File: config.mk
export PLATFORM = sky130hd
export DESIGN_NAME = ctrl_seq
export DESIGN_NICKNAME = d
export VERILOG_FILES = /design/src/rtl/cpu_pkg.sv /design/src/rtl/ctrl_decode.sv /design/src/rtl/ctrl_seq.sv
export SDC_FILE = /design/constraint.sdc
export NUM_CORES = 1
export LEC_CHECK = 0
export CAP_MARGIN = 5
export CORE_AREA = 2 2 39 41
export CTS_BUF_LIST = sky130_fd_sc_hd__clkbuf_4
export CTS_CLUSTER_DIAMETER = 50
export DETAILED_ROUTE_END_ITERATION = 12
export DIE_AREA = 0 0 41 43
export PLACE_DENSITY = 0.7
export SYNTH_ARGS = -nofsm -noshare
export SYNTH_HDL_FRONTEND = slang
export SYNTH_SLANG_ARGS = --single-unit
export TNS_END_PERCENT = 1
File: constraint.sdc
create_clock -name clk -period 1.7 [get_ports clk]
set_input_delay 0.17 -clock clk [delete_from_list [all_inputs] [get_ports clk]]
set_output_delay 0.17 -clock clk [all_outputs]
set_load 0.02 [all_outputs]
File: src/rtl/cpu_pkg.sv
// Shared definitions for the bus CPU controller: opcodes, sequencer states and
// the bit positions of the control word driven to every bus agent.
package cpu_pkg;

    typedef enum logic [2:0] {
        ST_RST  = 3'd0,
        ST_T1   = 3'd1,
        ST_T2   = 3'd2,
        ST_T3   = 3'd3,
        ST_T4   = 3'd4,
        ST_T5   = 3'd5,
        ST_T6   = 3'd6,
        ST_HALT = 3'd7
    } state_t;

    localparam logic [3:0] OP_LDA = 4'b0000;
    localparam logic [3:0] OP_ADD = 4'b0001;
    localparam logic [3:0] OP_SUB = 4'b0010;
    localparam logic [3:0] OP_STA = 4'b0100;
    localparam logic [3:0] OP_LDI = 4'b0101;
    localparam logic [3:0] OP_JMP = 4'b0110;
    localparam logic [3:0] OP_JC  = 4'b0111;
    localparam logic [3:0] OP_JZ  = 4'b1000;
    localparam logic [3:0] OP_OUT = 4'b1110;
    localparam logic [3:0] OP_HLT = 4'b1111;

    localparam int CW_W         = 15;
    localparam int CW_PC_OUT    = 0;
    localparam int CW_PC_INC    = 1;
    localparam int CW_PC_LOAD   = 2;
    localparam int CW_MAR_LOAD  = 3;
    localparam int CW_MEM_OUT   = 4;
    localparam int CW_MEM_IN    = 5;
    localparam int CW_IR_LOAD   = 6;
    localparam int CW_IR_OUT    = 7;
    localparam int CW_ACC_LOAD  = 8;
    localparam int CW_ACC_OUT   = 9;
    localparam int CW_BREG_LOAD = 10;
    localparam int CW_ALU_SUB   = 11;
    localparam int CW_ALU_OUT   = 12;
    localparam int CW_OUT_LOAD  = 13;
    localparam int CW_HALT      = 14;

endpackage

File: src/rtl/ctrl_decode.sv
// Combinational control-word decode: state, opcode and ALU flags to the control
// word, plus a flag marking the last state that does useful work for the opcode.
module ctrl_decode
    import cpu_pkg::*;
(
    input  state_t            state,
    input  logic [3:0]        opcode,
    input  logic              zero_flag,
    input  logic              carry_flag,
    output logic [CW_W-1:0]   cw,
    output logic              last_state
);

    always_comb begin
        cw         = '0;
        last_state = 1'b0;
        case (state)
            ST_T1: begin
                cw[CW_PC_OUT]   = 1'b1;
                cw[CW_MAR_LOAD] = 1'b1;
            end
            ST_T2: cw[CW_PC_INC] = 1'b1;
            ST_T3: begin
                cw[CW_MEM_OUT] = 1'b1;
                cw[CW_IR_LOAD] = 1'b1;
            end
            ST_T4: begin
                case (opcode)
                    OP_LDA, OP_ADD, OP_SUB, OP_STA: begin
                        cw[CW_IR_OUT]   = 1'b1;
                        cw[CW_MAR_LOAD] = 1'b1;
                    end
                    OP_LDI: begin
                        cw[CW_IR_OUT]   = 1'b1;
                        cw[CW_ACC_LOAD] = 1'b1;
                        last_state      = 1'b1;
                    end
                    OP_JMP: begin
                        cw[CW_IR_OUT]  = 1'b1;
                        cw[CW_PC_LOAD] = 1'b1;
                        last_state     = 1'b1;
                    end
                    // Conditional jumps finish here whether or not they are taken.
                    OP_JC: begin
                        cw[CW_IR_OUT]  = carry_flag;
                        cw[CW_PC_LOAD] = carry_flag;
                        last_state     = 1'b1;
                    end
                    OP_JZ: begin
                        cw[CW_IR_OUT]  = zero_flag;
                        cw[CW_PC_LOAD] = zero_flag;
                        last_state     = 1'b1;
                    end
                    OP_OUT: begin
                        cw[CW_ACC_OUT]  = 1'b1;
                        cw[CW_OUT_LOAD] = 1'b1;
                        last_state      = 1'b1;
                    end
                    OP_HLT: last_state = 1'b0;
                    default: last_state = 1'b1;
                endcase
            end
            ST_T5: begin
                case (opcode)
                    OP_LDA: begin
                        cw[CW_MEM_OUT]  = 1'b1;
                        cw[CW_ACC_LOAD] = 1'b1;
                        last_state      = 1'b1;
                    end
                    OP_ADD, OP_SUB: begin
                        cw[CW_MEM_OUT]   = 1'b1;
                        cw[CW_BREG_LOAD] = 1'b1;
                    end
                    OP_STA: begin
                        cw[CW_ACC_OUT] = 1'b1;
                        cw[CW_MEM_IN]  = 1'b1;
                        last_state     = 1'b1;
                    end
                    default: last_state = 1'b1;
                endcase
            end
            ST_T6: begin
                last_state = 1'b1;
                if (opcode == OP_ADD || opcode == OP_SUB) begin
                    cw[CW_ALU_OUT]  = 1'b1;
                    cw[CW_ACC_LOAD] = 1'b1;
                    cw[CW_ALU_SUB]  = (opcode == OP_SUB);
                end
            end
            ST_HALT: cw[CW_HALT] = 1'b1;
            default: cw = '0;
        endcase
    end

endmodule

File: src/rtl/ctrl_seq.sv
// Controller-sequencer for the 8-bit bus CPU: fixed three-state fetch followed by
// an opcode-decoded execute phase, with a sticky halt left only through clr_n.
module ctrl_seq
    import cpu_pkg::*;
#(
    parameter bit EARLY_END = 1'b0
) (
    input  logic       clk,
    input  logic       clr_n,
    input  logic [3:0] opcode,
    input  logic       zero_flag,
    input  logic       carry_flag,
    output logic       pc_out,
    output logic       pc_inc,
    output logic       pc_load,
    output logic       mar_load,
    output logic       mem_out,
    output logic       mem_in,
    output logic       ir_load,
    output logic       ir_out,
    output logic       acc_load,
    output logic       acc_out,
    output logic       breg_load,
    output logic       alu_sub,
    output logic       alu_out,
    output logic       out_load,
    output logic       halt,
    output logic [2:0] tstate
);

    state_t            state;
    state_t            state_nx;
    logic [CW_W-1:0]   cw;
    logic              last_state;

    ctrl_decode u_decode (
        .state      (state),
        .opcode     (opcode),
        .zero_flag  (zero_flag),
        .carry_flag (carry_flag),
        .cw         (cw),
        .last_state (last_state)
    );

    always_comb begin
        state_nx = state;
        case (state)
            ST_RST: state_nx = ST_T1;
            ST_T1:  state_nx = ST_T2;
            ST_T2:  state_nx = ST_T3;
            ST_T3:  state_nx = ST_T4;
            ST_T4, ST_T5, ST_T6: begin
                if (state == ST_T4 && opcode == OP_HLT)
                    state_nx = ST_HALT;
                else if (state == ST_T6 || (EARLY_END && last_state))
                    state_nx = ST_T1;
                else
                    state_nx = state_t'(state + 3'd1);
            end
            ST_HALT: state_nx = ST_HALT;
            default: state_nx = ST_RST;
        endcase
    end

    always_ff @(posedge clk or negedge clr_n) begin
        if (!clr_n)
            state <= ST_RST;
        else
            state <= state_nx;
    end

    assign pc_out    = cw[CW_PC_OUT];
    assign pc_inc    = cw[CW_PC_INC];
    assign pc_load   = cw[CW_PC_LOAD];
    assign mar_load  = cw[CW_MAR_LOAD];
    assign mem_out   = cw[CW_MEM_OUT];
    assign mem_in    = cw[CW_MEM_IN];
    assign ir_load   = cw[CW_IR_LOAD];
    assign ir_out    = cw[CW_IR_OUT];
    assign acc_load  = cw[CW_ACC_LOAD];
    assign acc_out   = cw[CW_ACC_OUT];
    assign breg_load = cw[CW_BREG_LOAD];
    assign alu_sub   = cw[CW_ALU_SUB];
    assign alu_out   = cw[CW_ALU_OUT];
    assign out_load  = cw[CW_OUT_LOAD];
    assign halt      = cw[CW_HALT];
    assign tstate    = state;

endmodule

**Word level (Yosys, flattened, before mapping)**

Cells that the tools add are included.

- Order comparisons: 0
- Shift operators: 0
- Divide/modulo/power cells: 0
- Reductions and logical operators: 9
- $mul: 0
- Equal/unequal tests: 16
- Bitwise gates (word level): 0
- Add/sub/neg operators: 1
- Mux-type cells: 28

Operators by type and width:

| operator | number |
|---|---|
| 3-bit case mux with 6 select lines | 1 |
| 1-bit 2-to-1 mux | 17 |
| 4-bit by 3-bit == test with 1-bit output, second input constant | 4 |
| 3-bit == test, second input constant | 4 |
| 4-bit == test, second input constant | 3 |
| 1-bit case mux with 3 select lines | 3 |
| 3-bit by 2-bit == test with 1-bit output, second input constant | 2 |
| 3-bit 2-to-1 mux | 2 |
| 1-bit case mux with 2 select lines | 3 |
| 3-bit OR reduction | 2 |
| 6-bit OR reduction | 1 |
| 4-bit by 1-bit == test with 1-bit output, second input constant | 1 |
| 4-bit by 2-bit == test with 1-bit output, second input constant | 1 |
| 4-bit zero test | 1 |
| 2-bit 2-to-1 mux | 2 |
| 4-bit OR reduction | 1 |
| 3-bit by 1-bit adder with 3-bit output, second input constant | 1 |
| 3-bit by 1-bit == test with 1-bit output, second input constant | 1 |
| 3-bit zero test | 1 |
| 2-bit OR reduction | 1 |
| 1-bit logical AND | 1 |
| 1-bit logical OR | 1 |

- Output and inout bits: 18
- Memories kept: 0
- Latch bits: 0
- Memory bits (writable): 0
- Flip-flop bits (word level): 3
- Bits in read-only memories: 0
- Bits of input ports: 8

**Longest topological paths before layout**

- Depth after elaboration: 4
- Depth in mapped cells: 4
- Depth with buffers taken out: 3

**Modules after synthesis**

Synthesis repeated with hierarchy kept, for this count alone.

- Cells, all modules: 69
- Area, all modules: 511.7 um^2

Modules (own cells, without submodules):

| module | instances | cells an instance | area an instance (um^2) | seq. area each (um^2) |
|---|---|---|---|---|
| ctrl_decode | 1 | 58 | 377.9 | 0.0 |
| ctrl_seq | 1 | 11 | 133.9 | 75.1 |

**Worst setup path after synthesis**

Ideal clock, no wire load.

- Path type: flip-flop to output port
- From: register state[1], in the netlist tstate[1]
- To: output acc_load
- Arrival: 1.675 ns
- Setup slack: -0.145 ns
- Stages on the path, launching flop included: 4
- Cells stage by stage: dfrtp_1 > nand2b_1 > or3_1 > o311ai_1

- Cells in the longest elaborated chain, start to end: 2
- Elaborated cells between the ends (all ways): 4
- Those cells by class: eq/ne: 3; mux: 1

Ends and longest elaborated chain:

| what | line | source |
|---|---|---|
| start: declaration | ctrl_seq.sv:31 | `state_t state;` |
| start signal: assignment | ctrl_seq.sv:69 | `state <= state_nx;` |
| 3-bit == test | ctrl_decode.sv:17 | `case (state)` |
| 1-bit case mux with 3 select lines * | ctrl_decode.sv:17 |  |
| end: declaration | ctrl_seq.sv:21 | `output logic acc_load,` |

Every way passes the cells marked *; elsewhere a longest branch is shown, timed or not.

==> out/results.tsv <==
metric	value	unit
drive_gt1_frac	0.422	
clock_latency	0.23	ns
crit_chain	nor3b_4 -> or4b_4 -> o311ai_2 -> buf_4	
drv_cap	0	
cts-htree-levels	1	
ys_warn_count	0	
rows	14	
cpLargestDelayFamily	simple AND/OR/NAND/NOR gates	
arrival	1.59	ns
grt.overflow.total	0	
critPathRequiredTime	1.53	ns
finalNetCount	111	
diodes	0	
fin_cells	118	
worst_pin_slew	0.237	ns
synthMuxAreaShare	0	
antenna_found_initial	0	
dpl.hpwl	1060	um
synthSimpleGateAreaFrac	0.503	
io_pins	26	
clock_path_buffers	2	
crit_fanout	4	
power_density	1430	nW/um^2
slew_viol_final	0	
peakVddDrop	0.000936	V
grt_pass1_wl	2260	um
cts_buffers	3	
drc	0	
rsz0062_at_grt	yes	
syn_inst	59	
syn_avg_cell_area	6.96	um^2
cpMaxStageDelayCell	or4b_4	
yosysSeqAreaShare	0.183	
period_needed	1.76	ns
clk_pin_slew	0.04	ns
clock-root-buffer	clkbuf_4	
hold_violations	0	
slew_headroom	0.841	
start_util	0.297	
p_leak	0.413	nW
crit_buf_inv	1	
slowest_delay	0.49	ns
synth_top_family_by_area	simple AND/OR/NAND/NOR gates	
ant_nets	0	
drtIter0Drc	8	
cts_tree	yes	
synthAdderAreaFrac	0	
setup_ws	-0.0583	ns
core-area	1380	um^2
synthesis.area	410	um^2
die_h	43	um
firstDrtPassIters	4	
clock-sinks	3	
synth_xor_area_frac	0.0213	
seq_area	75.1	um^2
cp-end-kind	output port	
routedWlPerCell	12.4	um
nFillCells	140	
path_class	flop to output port	
holdWs	0.125	ns
first_global_vias	542	
hp-class	input pin to async pin	
vias	581	
wirelength	1460	um
outcome	complete, but fails checks	
ys_seq_elements	3	
gp_congestion	0.735	
die_area	1760	um^2
start_kind	flop	
yosysUniqueCellTypes	32	
violations	negative setup slack	
syn_nets	67	
grt_max_degree	11	
vias_per_cell	4.92	
skew	0.000918	ns
hold_buffers	0	
syn2layout_area_growth	102	%
die_x	41	um
synth_compound_area_frac	0.207	
max_freq	569	MHz
final_core_util	0.599	
placed_cells	114	
grtUsageTotal	0.189	
portBuffers	25	
finalSetupViolCount	4	
finalCritPeriodShare	1.03	
multi_input_area	339	um^2
p_total	1.19	mW
-- where the power goes --
| part | total (mW) | switching [mW] | internal [mW] |
|---|---|---|---|
| registers | 0.143 | 0.0339 | 0.109 |
| clock network | 0.140 | 0.0360 | 0.104 |
| logic | 0.906 | 0.450 | 0.456 |
-- synth_stat cells, drive strengths merged --
cell type,instances,area [um^2]
nand2b,6,37.5
a211o,1,8.76
and2b,1,7.51
nand4,1,6.26
a21oi,3,15.0
nand3,1,5.00
nand2,9,33.8
or3,1,6.26
a221oi,1,8.76
inv,2,7.51
dfrtp,3,75.1
o211ai,1,7.51
nand4b,1,8.76
o22ai,1,6.26
nor3,3,15.0
xor2,1,8.76
a21o,2,16.3
o311ai,1,8.76
and3,1,6.26
a2bb2oi,1,8.76
clkbuf,3,11.3
nor2,6,22.5
and3b,1,8.76
o21ai,1,5.00
or4b,1,10.0
or2,1,6.26
buf,2,16.3
nor4,1,6.26
nor3b,2,26.3
-- layout by cell type, fill, tap and decap left out, types with 2 or more instances in the layout --
cell	count
nor3_1	2
nand2_1	9
inv_1	2
a21oi_1	2
nor2_1	6
dlygate4sd2_1	5
clkdlybuf4s50_1	8
buf_2	3
dfrtp_1	3
clkbuf_4	4
nand2b_1	5
buf_4	24
-- through the flow --
step | area [um^2] | setup TNS (ns) | setup WS, ns
after floorplan | 418 | -0.0385 | -0.0385
after detailed placement | 803 | -4.07 | -0.577
after global routing | 828 | -0.578 | -0.150
after global placement | 803 | -3.79 | -0.553
after CTS | 800 | -0.226 | -0.0785
final | 828 | -0.113 | -0.0583
-- cell families (layout without fill, tap and decap cells) --
| group | count (synthesis) | count (layout) |
|---|---|---|
| AOI/OAI and AO/OA | 12 | 12 |
| DFF | 3 | 3 |
| xor gates and xnor gates | 1 | 1 |
| and+or+nand+nor | 36 | 36 |
| buffers and inverters | 7 | 50 |
-- path summary, 6_finish.rpt --
kind	startpoint	to	slack [ns]	cells past startpoint
max in group asynchronous	clr_n	tstate[1]	1.43	1
worst min register to register	tstate[0]	tstate[0]	0.62	2
worst max-delay path	flop	acc_load	-0.06	4
worst min-delay path	clr_n	async pin	0.12	1
worst max register to register	tstate[1]	tstate[1]	0.47	5
min in group clk	tstate[0]	tstate[0]	0.62	2
-- final cells by class --
type,instances,share of cell area
Tap cell,16,0.0242
Sequential cell,3,0.0906
Timing Repair Buffer,44,0.431
Multi-Input combinational cell,49,0.409
Inverter,2,0.00906
Clock buffer,4,0.0363
-- layer usage --
metal | up-vias | global-route usage | wire [um]
met1 | 270 | 0.220 | 631
met5 | - | 0 | 0
met2 | 13 | 0.306 | 787
met4 | 0 | 0.100 | 0
met3 | 0 | 0.0366 | 45
li1 | 298 | - | -
-- timing repair --
action,CTS,global route
buffers inserted,0,0
resized for setup,52,13
gates cloned,0,0
endpoints found under the setup margin,15,10
Note: power is estimated with default switching activity, not from simulation.
==> edit, RTL diff (same settings) <==
Set the package constant `CW_W` to 19 (it was 15).
--- a/src/rtl/cpu_pkg.sv
+++ b/src/rtl/cpu_pkg.sv
@@ -26,3 +26,3 @@
 
-    localparam int CW_W         = 15;
+    localparam int CW_W         = 19;
     localparam int CW_PC_OUT    = 0;
Check against the original RTL: equivalent (Yosys induction, for registers that start in step).
==> edit against the unedited design <==
The run now ends clean. Synthesized area up 11%. Critical endpoint unchanged. Sequential cell count unchanged. Worst setup slack better by 0.073 ns. Design area up 2.6%. Total power down 3.6%. Hold slack worse by 0.014 ns. Wire length down 2.1%. Count of clock-buffer cells in the layout unchanged.
==> edit: results (changes against the unedited design) <==
- Status: complete, no violations
- Most frequent cells after synthesis: nor2_1 (6), a21oi_1 (4)
- Largest net degree at the start of global routing: 10 (-1)
- Synth cell types: 36 (+13%)
- Peak supply drop: 0.818 mV (-13%)
- Initial DRC Count: 10 (+2)
- Sw Share: 45.4% (+1.7 points)
- Layout cell share with drive strength beyond 1: 50.5% (+8.3 points)
- CTS HTree Levels: 1 (unchanged)
- CP startpoint: tstate[0]$_DFF_PN0_
- Vias in the first global route: 553 (+2.0%)
- Clk root buf: clkbuf_4
- WL final: 1430 µm (-2.1%)
- GPL Wtd Cong: 0.783 (+6.6%)
- Hold Path Class: input port to asynchronous set/reset pin
- CTS max path bufs: 2 (unchanged)
- Initial antenna violation count: 0 (unchanged)
- CP peak stage delay: 0.47 ns (-0.02 ns)
- GRT Total Usage: 18.9% (-0.019 points)
- Yosys warns: 0 (unchanged)
- Clock-pin transition on the worst setup and hold timing paths: 0.04 ns (about the same)
- Slew headroom: 78.6% (-5.6 points)
- Fill count: 139 (-0.71%)
- Synth Flop Type: dfrtp_1
- DRT Pass-1 Iters: 2 (-2)
- Post-synth ARST share: 100% (unchanged)
- Area contributors post-synth: dfrtp_1 (16%), nor3b_2 (5.5%), buf_6 (4.9%)
- Register area share after synthesis: 16.4% (-1.9 points)
- PortBufs: 25 (unchanged)
- Syn Nets: 65 (-3.0%)
- Global-route wire length before repair: 2340 µm (+3.7%)
- Fin nets: 114 (+2.7%)
- Ant. Diodes: 0 (unchanged)
- CP max FO: 9 (+5)
- WP data arrival: 1.52 ns (-0.07 ns)
- Hpwl dp: 1050 µm (-0.77%)
- Clock Latency Late Sink: 0.24 ns
- Num CTS Buffers: 3 (unchanged)
- LEAKAGE: 0.426 nW (+3.3%)
- Worst path slowest cell: dfrtp_2
- Post-route clock skew: 0.00690 ns (+0.00599 ns)
- DR vias: 601 (+3.4%)
edit: cell count changes in the layout (fill, tap and decap cells not counted), moves of 2 or more:
cell,change
nand2_1,-6
clkbuf_2,+4
nand3b_1,+3
a21oi_1,+2
buf_2,+2
dfrtp_1,-2
dfrtp_2,+2
nand2_2,+2
nand2b_1,-2
edit: worst paths after layout:
path	endpoint	slack, ns	cells after the start
min in group clk	tstate[0]$_DFF_PN0_	0.57	1
hold / removal	asynchronous set/reset pin	0.11	1
setup reg to reg	tstate[1]$_DFF_PN0_	0.48	4
max in group asynchronous	tstate[1]$_DFF_PN0_	1.43	1
hold reg to reg	tstate[0]$_DFF_PN0_	0.57	1
setup / recovery	acc_load	0.01	5
edit: power groups by stage:
stage	Clock (W)	Sequential (W)	Combinational, W
after global placement	0	0.000170	0.000837
after global routing	0.000154	0.000187	0.000891
after CTS	0.000145	0.000181	0.000812
after floorplan	0	0.000185	0.000402
after detailed placement	0	0.000173	0.000844
final	0.000142	0.000179	0.000824
edit: cell type report:
| type | count | area, µm² | share of cell area (%) |
|---|---|---|---|
| clock buffer | 4 | 30.0 | 3.53 |
| inverter | 3 | 11.3 | 1.33 |
| multi-input combinational | 46 | 340 | 40.1 |
| sequential | 3 | 77.6 | 9.13 |
| tap | 16 | 20.0 | 2.36 |
| timing repair buffer | 49 | 370 | 43.6 |
edit: logic make-up after synthesis:
kind of cell / Yosys count / share of synthesized area (%)
simple gates: 31 / 46.6
compound gates: 13 / 21.4
buf+inv: 8 / 11.8
flops: 3 / 16.4
xor+xnor: 2 / 3.84
edit: worst max-delay path: cells and delay by family (launching register included):
kind	cells	cell delay (ns)
compound gates	1	0.18
buf+inv	2	0.32
flops	1	0.47
simple gates	2	0.31
edit: through the flow:
stage          instance area (µm²)  setup WS (ns)  std cells  setup TNS [ns]
4_1_cts                        856        -0.0902        119         -0.0902
3_3_place_gp                   833         -0.449        112           -4.00
5_1_grt                        850        -0.0557        121         -0.0557
6_report                       850         0.0146        121               0
3_5_place_dp                   833         -0.494        112           -4.29
2_1_floorplan                  463          0.144         57               0
edit: what timing repair did:
item | in CTS | in global routing
endpoints found under the setup margin | 15 | 9
endpoints found under the hold margin | 0 | 0
resized for setup | 40 | 15
pin swaps | 2 | 2
buffers inserted | 3 | 2
edit: routing by layer:
layer	track usage [%]	wire length (µm)	up-vias
met3	3.14	47	2
met2	28.7	754	17
met1	26.1	617	280
met5	0	0	-
met4	6.00	13	0
li1	-	-	302
